--- src/rtl/m_free_list_mp.sv ---
// Multi-port flop-based free-list allocator: NA ports each offer the (k+1)-th lowest free entry.
// Optional double-free detection is built only when FL_DFREE_CHK_EN is defined.
module m_free_list_mp #(
  parameter int EN = 8,
  parameter int NA = 2,
  localparam int IDX_W  = $clog2(EN),
  localparam int USED_W = $clog2(EN + 1)
) (
  input  logic                clk,
  input  logic                rst_n,
  input  logic                flush,
  output logic [NA-1:0]       fl_vld,
  input  logic [NA-1:0]       fl_rdy,
  output logic [NA*IDX_W-1:0] fl_idx,
  output logic [NA*EN-1:0]    fl_oh,
  input  logic                ret_vld,
  output logic                ret_rdy,
  input  logic [EN-1:0]       ret,
  output logic [USED_W-1:0]   used,
  output logic                err_dfree
);

  logic [EN-1:0]     free_q;
  logic [USED_W-1:0] used_q;
  logic              init_q;

  logic [USED_W-1:0] free_cnt;
  logic [EN-1:0]     alloc_mask;
  logic [EN-1:0]     ret_acc_mask;
  logic [EN-1:0]     ret_eff_mask;
  logic [EN-1:0]     free_d;
  logic [USED_W-1:0] used_d;

  assign free_cnt = USED_W'($countones(free_q));

  // Offers come only from registers and flush, never from fl_rdy or ret.
  always_comb begin
    int rank;
    // NOTE: every output of a combinational block gets a default first so no latch is inferred.
    fl_idx = '0;
    fl_oh  = '0;
    rank   = 0;
    for (int i = 0; i < EN; i++) begin
      if (free_q[i]) begin
        for (int k = 0; k < NA; k++) begin
          if (rank == k) begin
            fl_oh[k*EN + i]          = 1'b1;
            fl_idx[k*IDX_W +: IDX_W] = IDX_W'(i);
          end
        end
        rank++;
      end
    end
  end

  always_comb begin
    fl_vld     = '0;
    alloc_mask = '0;
    for (int k = 0; k < NA; k++) begin
      fl_vld[k] = init_q & ~flush & (int'(free_cnt) > k);
      if (fl_vld[k] && fl_rdy[k]) alloc_mask = alloc_mask | fl_oh[k*EN +: EN];
    end
  end

  assign ret_rdy      = init_q;
  assign ret_acc_mask = (ret_vld && init_q) ? ret : '0;
  // Returns of free entries or of entries allocated this cycle are ignored; allocation wins.
  assign ret_eff_mask = ret_acc_mask & ~free_q & ~alloc_mask;
  assign free_d       = (free_q & ~alloc_mask) | ret_eff_mask;
  assign used_d       = used_q + USED_W'($countones(alloc_mask))
                               - USED_W'($countones(ret_eff_mask));
  assign used         = used_q;

  // NOTE: sequential state uses non-blocking assignments so all flops update together at the edge.
  always_ff @(posedge clk or negedge rst_n) begin
    if (!rst_n) begin
      free_q <= '1;
      used_q <= '0;
      init_q <= 1'b0;
    end else begin
      init_q <= 1'b1;
      if (flush) begin
        free_q <= '1;
        used_q <= '0;
      end else begin
        free_q <= free_d;
        used_q <= used_d;
      end
    end
  end

`ifdef FL_DFREE_CHK_EN
  logic [EN-1:0] dfree_mask;
  logic          err_q;

  assign dfree_mask = ret_acc_mask & (free_q | alloc_mask);

  always_ff @(posedge clk or negedge rst_n) begin
    if (!rst_n) err_q <= 1'b0;
    else        err_q <= (|dfree_mask) & ~flush;
  end

  assign err_dfree = err_q;
`else
  assign err_dfree = 1'b0;
`endif

endmodule

--- config.mk ---
export PLATFORM = sky130hd
export DESIGN_NAME = m_free_list_mp
export DESIGN_NICKNAME = d
export VERILOG_FILES = /design/src/rtl/m_free_list_mp.sv
export SDC_FILE = /design/constraint.sdc
export NUM_CORES = 1
export LEC_CHECK = 0
export BUFFER_PORTS_ARGS = -buffer_cell sky130_fd_sc_hd__buf_2
export CORE_ASPECT_RATIO = 1.1
export CORE_MARGIN = 4
export CORE_UTILIZATION = 51
export DETAILED_ROUTE_END_ITERATION = 8
export PLACE_DENSITY = 0.78
export SLEW_MARGIN = 20
export SYNTH_ARGS = -nofsm -noshare
export SYNTH_HDL_FRONTEND = slang
export SYNTH_SLANG_ARGS = --single-unit
export TNS_END_PERCENT = 1
--- constraint.sdc ---
create_clock -name clk -period 6.95 [get_ports clk]
set_input_delay 1.0425 -clock clk [delete_from_list [all_inputs] [get_ports clk]]
set_output_delay 1.0425 -clock clk [all_outputs]
set_load 0.05 [all_outputs]
# == Yosys cells after proc, flatten, opt, wreduce, memory -nomap -nowiden ==
# Cells that the tools add are included.
# totals
latchBits,0
reg_bits,13
mem_bits_ro,0
output_inout_bits,30
ramBits,0
n_memories,0
# op_classes
div,0
n_eq_ne,7
n_mul,0
reduce_logical,10
n_shift,0
n_addsub,29
n_mux,62
bitwise_logic,11
magnitude_cmp,2
# op_table
operator,n
$eq A32 B2 Y1 const B,7
$logic_not A32 Y1,7
$add A32 B2 Y32 const B,6
$mux W32,6
$mux W3,12
$mux W6,6
$mux W1,32
$mux W8,4
$add A1 B1 Y2,12
$and A8 B8 Y8,3
$add A2 B2 Y3,6
$not A8 Y8,2
$or A8 B8 Y8,2
$add A3 B3 Y4,3
$gt A4 B1 Y1 const B,2
$mux W4,2
$add A4 B4 Y4,1
$sub A4 B4 Y4,1
$and A1 B1 Y1,3
$logic_and A1 B1 Y1,3
$not A1 Y1,1

# == Logic depth before layout (Yosys ltp) ==
# logic_depth
word_depth,26
mapped_depth,32
depth_no_buf,32

# == Least setup slack after synthesis ==
# No wires, ideal clock.
# synth_path
kind,reg2reg
start,register free_q[1]
end,register used_q[3] (netlist: used[3])
required_ns,6.818
setup_ns,0.132
setup_slack_ns,-0.144
path_buffers,0
arrival_ns,6.961
stages_incl_launch_ff,25
cell_sequence,dfstp_2 > fa_1 > inv_1 > fa_1 > fa_1 > inv_1 > ha_1 > inv_1 > fa_1 > nor2b_1 > a211oi_1 > a22o_1 > nand3_1 > fa_1 > fa_1 > fa_1 > inv_1 > fa_1 > fa_1 > ha_1 > inv_1 > fa_1 > xor2_1 > xnor2_1 > nor2_1
# synth_between
elab_chain_len,24
elab_cells_between_ends,82
cone_classes,24 x add/sub; 2 x order compare; 6 x eq/ne; 35 x mux; 7 x bitwise; 8 x reduce/logical
# synth_lines
item,line_no,text
from (decl),23,logic [EN-1:0] free_q;
from (signal assigned),86,free_q <= free_d;
branches (longest 22 deep; another with $add A32 B2 Y32),n/a,
$sub A4 B4 Y4 (*),71,- USED_W'($countones(ret_eff_mask));
$mux W4 (*),82,if (flush) begin
to (signal assigned),87,used_q <= used_d;
to (decl),24,logic [USED_W-1:0] used_q;
# Mark *: on every way between the ends.

# == Worst setup path in the final report ==
# Same ends and word-level chain as after synthesis.

==> summary.md <==
| Metric | Value |
|---|---|
| Ant. Diodes | 0 |
| Worst r2r path cells | 24 |
| CTS root buf | clkbuf_8 |
| Synth Instances | 254 |
| Initial antenna violation count | 0 |
| Area delta synth->final | 24.4% |
| Setup violators final | 0 |
| Critical Path, Cell by Cell | fa_1 -> inv_1 -> fa_1 -> fa_1 -> inv_2 -> ha_4 -> inv_2 -> fa_2 -> mux2_4 -> a211oi_4 -> a22o_1 -> nand3_2 -> fa_2 -> fa_1 -> fa_1 -> inv_1 -> fa_1 -> fa_2 -> ha_1 -> inv_1 -> fa_2 -> xor2_1 -> xnor2_1 -> nor2_1 |
| CP startpoint | free_q[1]$_DFF_PN1_ |
| Ys flop type | dfstp_2 |
| RSZ-0062 raised after global routing | yes |
| Worst R2R Setup Slack | 0.14 ns |
| Slew headroom | 47.6% |
| Vias in the first global route | 2064 |
| Die area | 0.00546 mm² |
| Min-delay src | free_q[7]$_DFF_PN1_ |
| Clock skew | 0.00670 ns |
| Sink Count | 13 |
| Port Buf Inserts | 41 |
| Crit-path max FO | 4 |
| Initial drt markers | 94 |
| Worst setup SP type | register |
| Netlist cell types | between 50 and 60 |
| Final period utilization | 98.0% |
| Most numerous cell on the critical path | fa_1 |
| Dpl cells | 351 |
| Largest stage delay, worst path | 0.59 ns |
| Worst setup path end | used[3]$_DFF_PN0_ |
| Clock-pin slew on the worst setup and hold paths | 0.06 ns |
| Hold Crit Class | reg2reg |
| Largest net degree at the start of global routing | 18 |
| Vias | 2060 |
| Final Instance Area | 0.00275 mm² |
| Cell row count | 24 |
| Slowest cell on crit path | fa_2 |
| Total GRT Usage | 21.1% |
| CP arrival | 6.94 ns |
| Post-Route WL | roughly 5900 µm |
| Residual DRC | 0 |
| Util after Layout | 67.4% |
| Endpoints failing hold | 0 |
| Nets@finish | 365 |
| Vias per std cell | between 5 and 6 |
| Synthesis warning total | 0 |
| Non-filler cells, final | 362 |
| Pre-CTS setup slack | -0.146 ns |
| EDFF count, synth | 0 |
| Final worst slack | 0.142 ns |
| Max clock buf depth | 2 |
| Die width | 70.8 µm |
| Sequential element share of the synthesized area | 15.1% |
| CP delay by family, top | adder cells |
| Max-cap violations | 0 |
| Async SR Flop Fraction | 100% |
| Max Freq | between 100 and 150 MHz |
| Mean Syn Cell Area | between 8 and 9 µm² |
| FF-to-FF Start | free_q[1]$_DFF_PN1_ |
| TritonCTS clock tree | built |
| Placed Instance Area | approximately 0.0025 mm² |
| FF+latch count, synth | 13 |
| Final slew viol count | 0 |
| Worst Tran Pin Value | 0.781 ns |
| Final min period | 6.81 ns |
| Crit Path Class | reg2reg |
| Share of cells above drive strength 1 | 37.7% |
| CP endpoint kind | register |
| First-pass GRT wire length | 9340 µm |
| Initial DRT Pass Iterations | 4 |
| Congestion Overflow GR | 0 |
| Critical path depth | 24 |
| H-tree Lvls | 1 |
| DRT antenna net count | 0 |
| TritonCTS Buffers | 3 |
| Drt wl/cell | 16.3 µm |
| Initial core utilization | between 50% and 60% |
| Worst-skew pair later-pin latency | between 0.2 and 0.3 ns |
| Critical path data required time | 7.08 ns |
| R2r endpoint | used[3]$_DFF_PN0_ |
| Status | finished, final reports clean |
| Gp weighted congestion | 0.861 |
| Height of the die | between 70 and 80 µm |
| Synthesized area | 0.00221 mm² |
| CP Buf/Inv Count | 5 |
| Detailed Place HPWL | 4660 µm |
| Core area | 0.00408 mm² |
| Number of I/O pins | 44 |
-- cells in the mapped netlist, types with 2 or more instances --
cell	number	area share [%]
and3_1	5	1.4
nor2_1	15	2.5
buf_2	2	0.45
clkbuf_1	6	1.0
nand3_1	8	1.8
xor2_1	4	1.6
o211a_1	2	0.90
nor3_1	5	1.1
nand4_1	5	1.4
fa_1	16	14
o21ai_0	4	0.90
inv_1	39	6.6
xnor2_1	8	3.2
o211ai_1	4	1.4
xnor2_2	2	1.5
a21o_1	5	1.7
dfrtp_1	5	5.7
a31oi_1	3	0.85
a22o_1	4	1.6
nor2b_1	3	0.85
a22oi_1	2	0.68
nand2_1	21	3.6
buf_4	3	1.0
ha_1	24	14
or3_4	2	1.0
and2_1	2	0.57
nand3b_1	2	0.68
conb_1	2	0.34
a21oi_1	8	1.8
o21ai_2	2	0.79
nand2b_1	2	0.57
a211oi_1	7	2.4
mux2_2	2	1.0
dfstp_2	8	9.5
-- worst register-to-register path: cells and delay by family (launching register included) --
| family | cells | cell delay (ns) |
|---|---|---|
| fa+ha+maj | 12 | 4.53 |
| flops | 1 | 0.55 |
| compound gates | 2 | 0.51 |
| buf+inv | 5 | 0.34 |
| mux | 1 | 0.33 |
| xor+xnor | 2 | 0.31 |
| simple gates | 2 | 0.15 |
-- routing by layer --
| metal | vias up | routed length, µm | track usage (%) |
|---|---|---|---|
| met5 | - | 0 | 0 |
| met2 | 69 | 3040 | 37.8 |
| met3 | 16 | 287 | 2.09 |
| li1 | 977 | - | - |
| met4 | 0 | 160 | 7.52 |
| met1 | 998 | 2410 | 25.9 |
-- sequential cells by signal, indices dropped and copies added, names as in the netlist --
| signal | cells |
|---|---|
| free_q | 8 |
| ret_rdy | 1 |
| used | 4 |
-- stage by stage --
| step | hold WS [ns] | TNS (ns) |
|---|---|---|
| 6_report | 0.538 | 0 |
| 5_1_grt | 0.556 | -0.119 |
| 4_1_cts | 0.543 | 0 |
| 3_5_place_dp | 0.533 | -0.190 |
| 3_3_place_gp | 0.520 | 0 |
| 2_1_floorplan | 0.507 | 0 |
-- repair_timing --
| action | CTS | global route |
|---|---|---|
| pin swaps | 3 | 18 |
| gates resized for setup | 4 | 27 |
| setup buffers | 3 | 4 |
| setup endpoints to repair | 2 | 2 |
| endpoints found under the hold margin | 0 | 0 |
| hold buffers | 0 | 0 |
-- worst min path at each step --
stage                          endpoint  depth (start not counted)
global route        free_q[7]$_DFF_PN1_                          2
global placement    free_q[7]$_DFF_PN1_                          2
detailed placement  free_q[7]$_DFF_PN1_                          2
CTS                 free_q[7]$_DFF_PN1_                          2
floorplan           free_q[7]$_DFF_PN1_                          2
finish              free_q[7]$_DFF_PN1_                          2
-- cells by family (layout without fill, tap and decap cells) --
logic type	count (synthesis)	in the layout	share of synthesized area, %
adder cells (fa/ha/maj)	40	40	28.0
multiplexers	3	3	1.47
other	2	3	0.339
flip-flops	13	13	15.1
AND/OR/NAND/NOR	76	76	18.2
XOR/XNOR	16	16	8.31
AO/OA/AOI/OAI	51	51	18.5
buffers and inverters	53	108	10.0
-- placed cells by master (no fill, tap or decap), types with 3 or more instances in the layout --
cell type  netlist  final
xor2_1           4      4
fa_2             0      4
buf_2            2     41
o211ai_1         4      4
xnor2_1          8      8
buf_4            3     22
a21oi_1          8      8
inv_1           39     35
o21ai_2          2      4
ha_1            24     20
a21o_1           5      5
nand3_1          8      7
nor2_1          15     14
conb_1           2      3
and3_1           5      5
dfrtp_1          5      5
inv_2            1      5
clkbuf_8         0      3
fa_1            16     12
dfstp_2          8      8
a31oi_1          3      3
ha_2             0      3
nor3_1           5      4
a22o_1           4      4
nand2_1         21     19
nand4_1          5      5
a211oi_1         7      3
-- layout make-up --
cell class	count	area, µm²
multi-input cells	189	1780
well taps	52	65.1
clock buffers	4	45.0
fillers	333	1330
flip-flops and latches	13	335
inverters	41	155
repair buffers	63	370
Power is not shown: default switching activity piles up to over one toggle a cycle in this logic, so the estimate is an artifact.
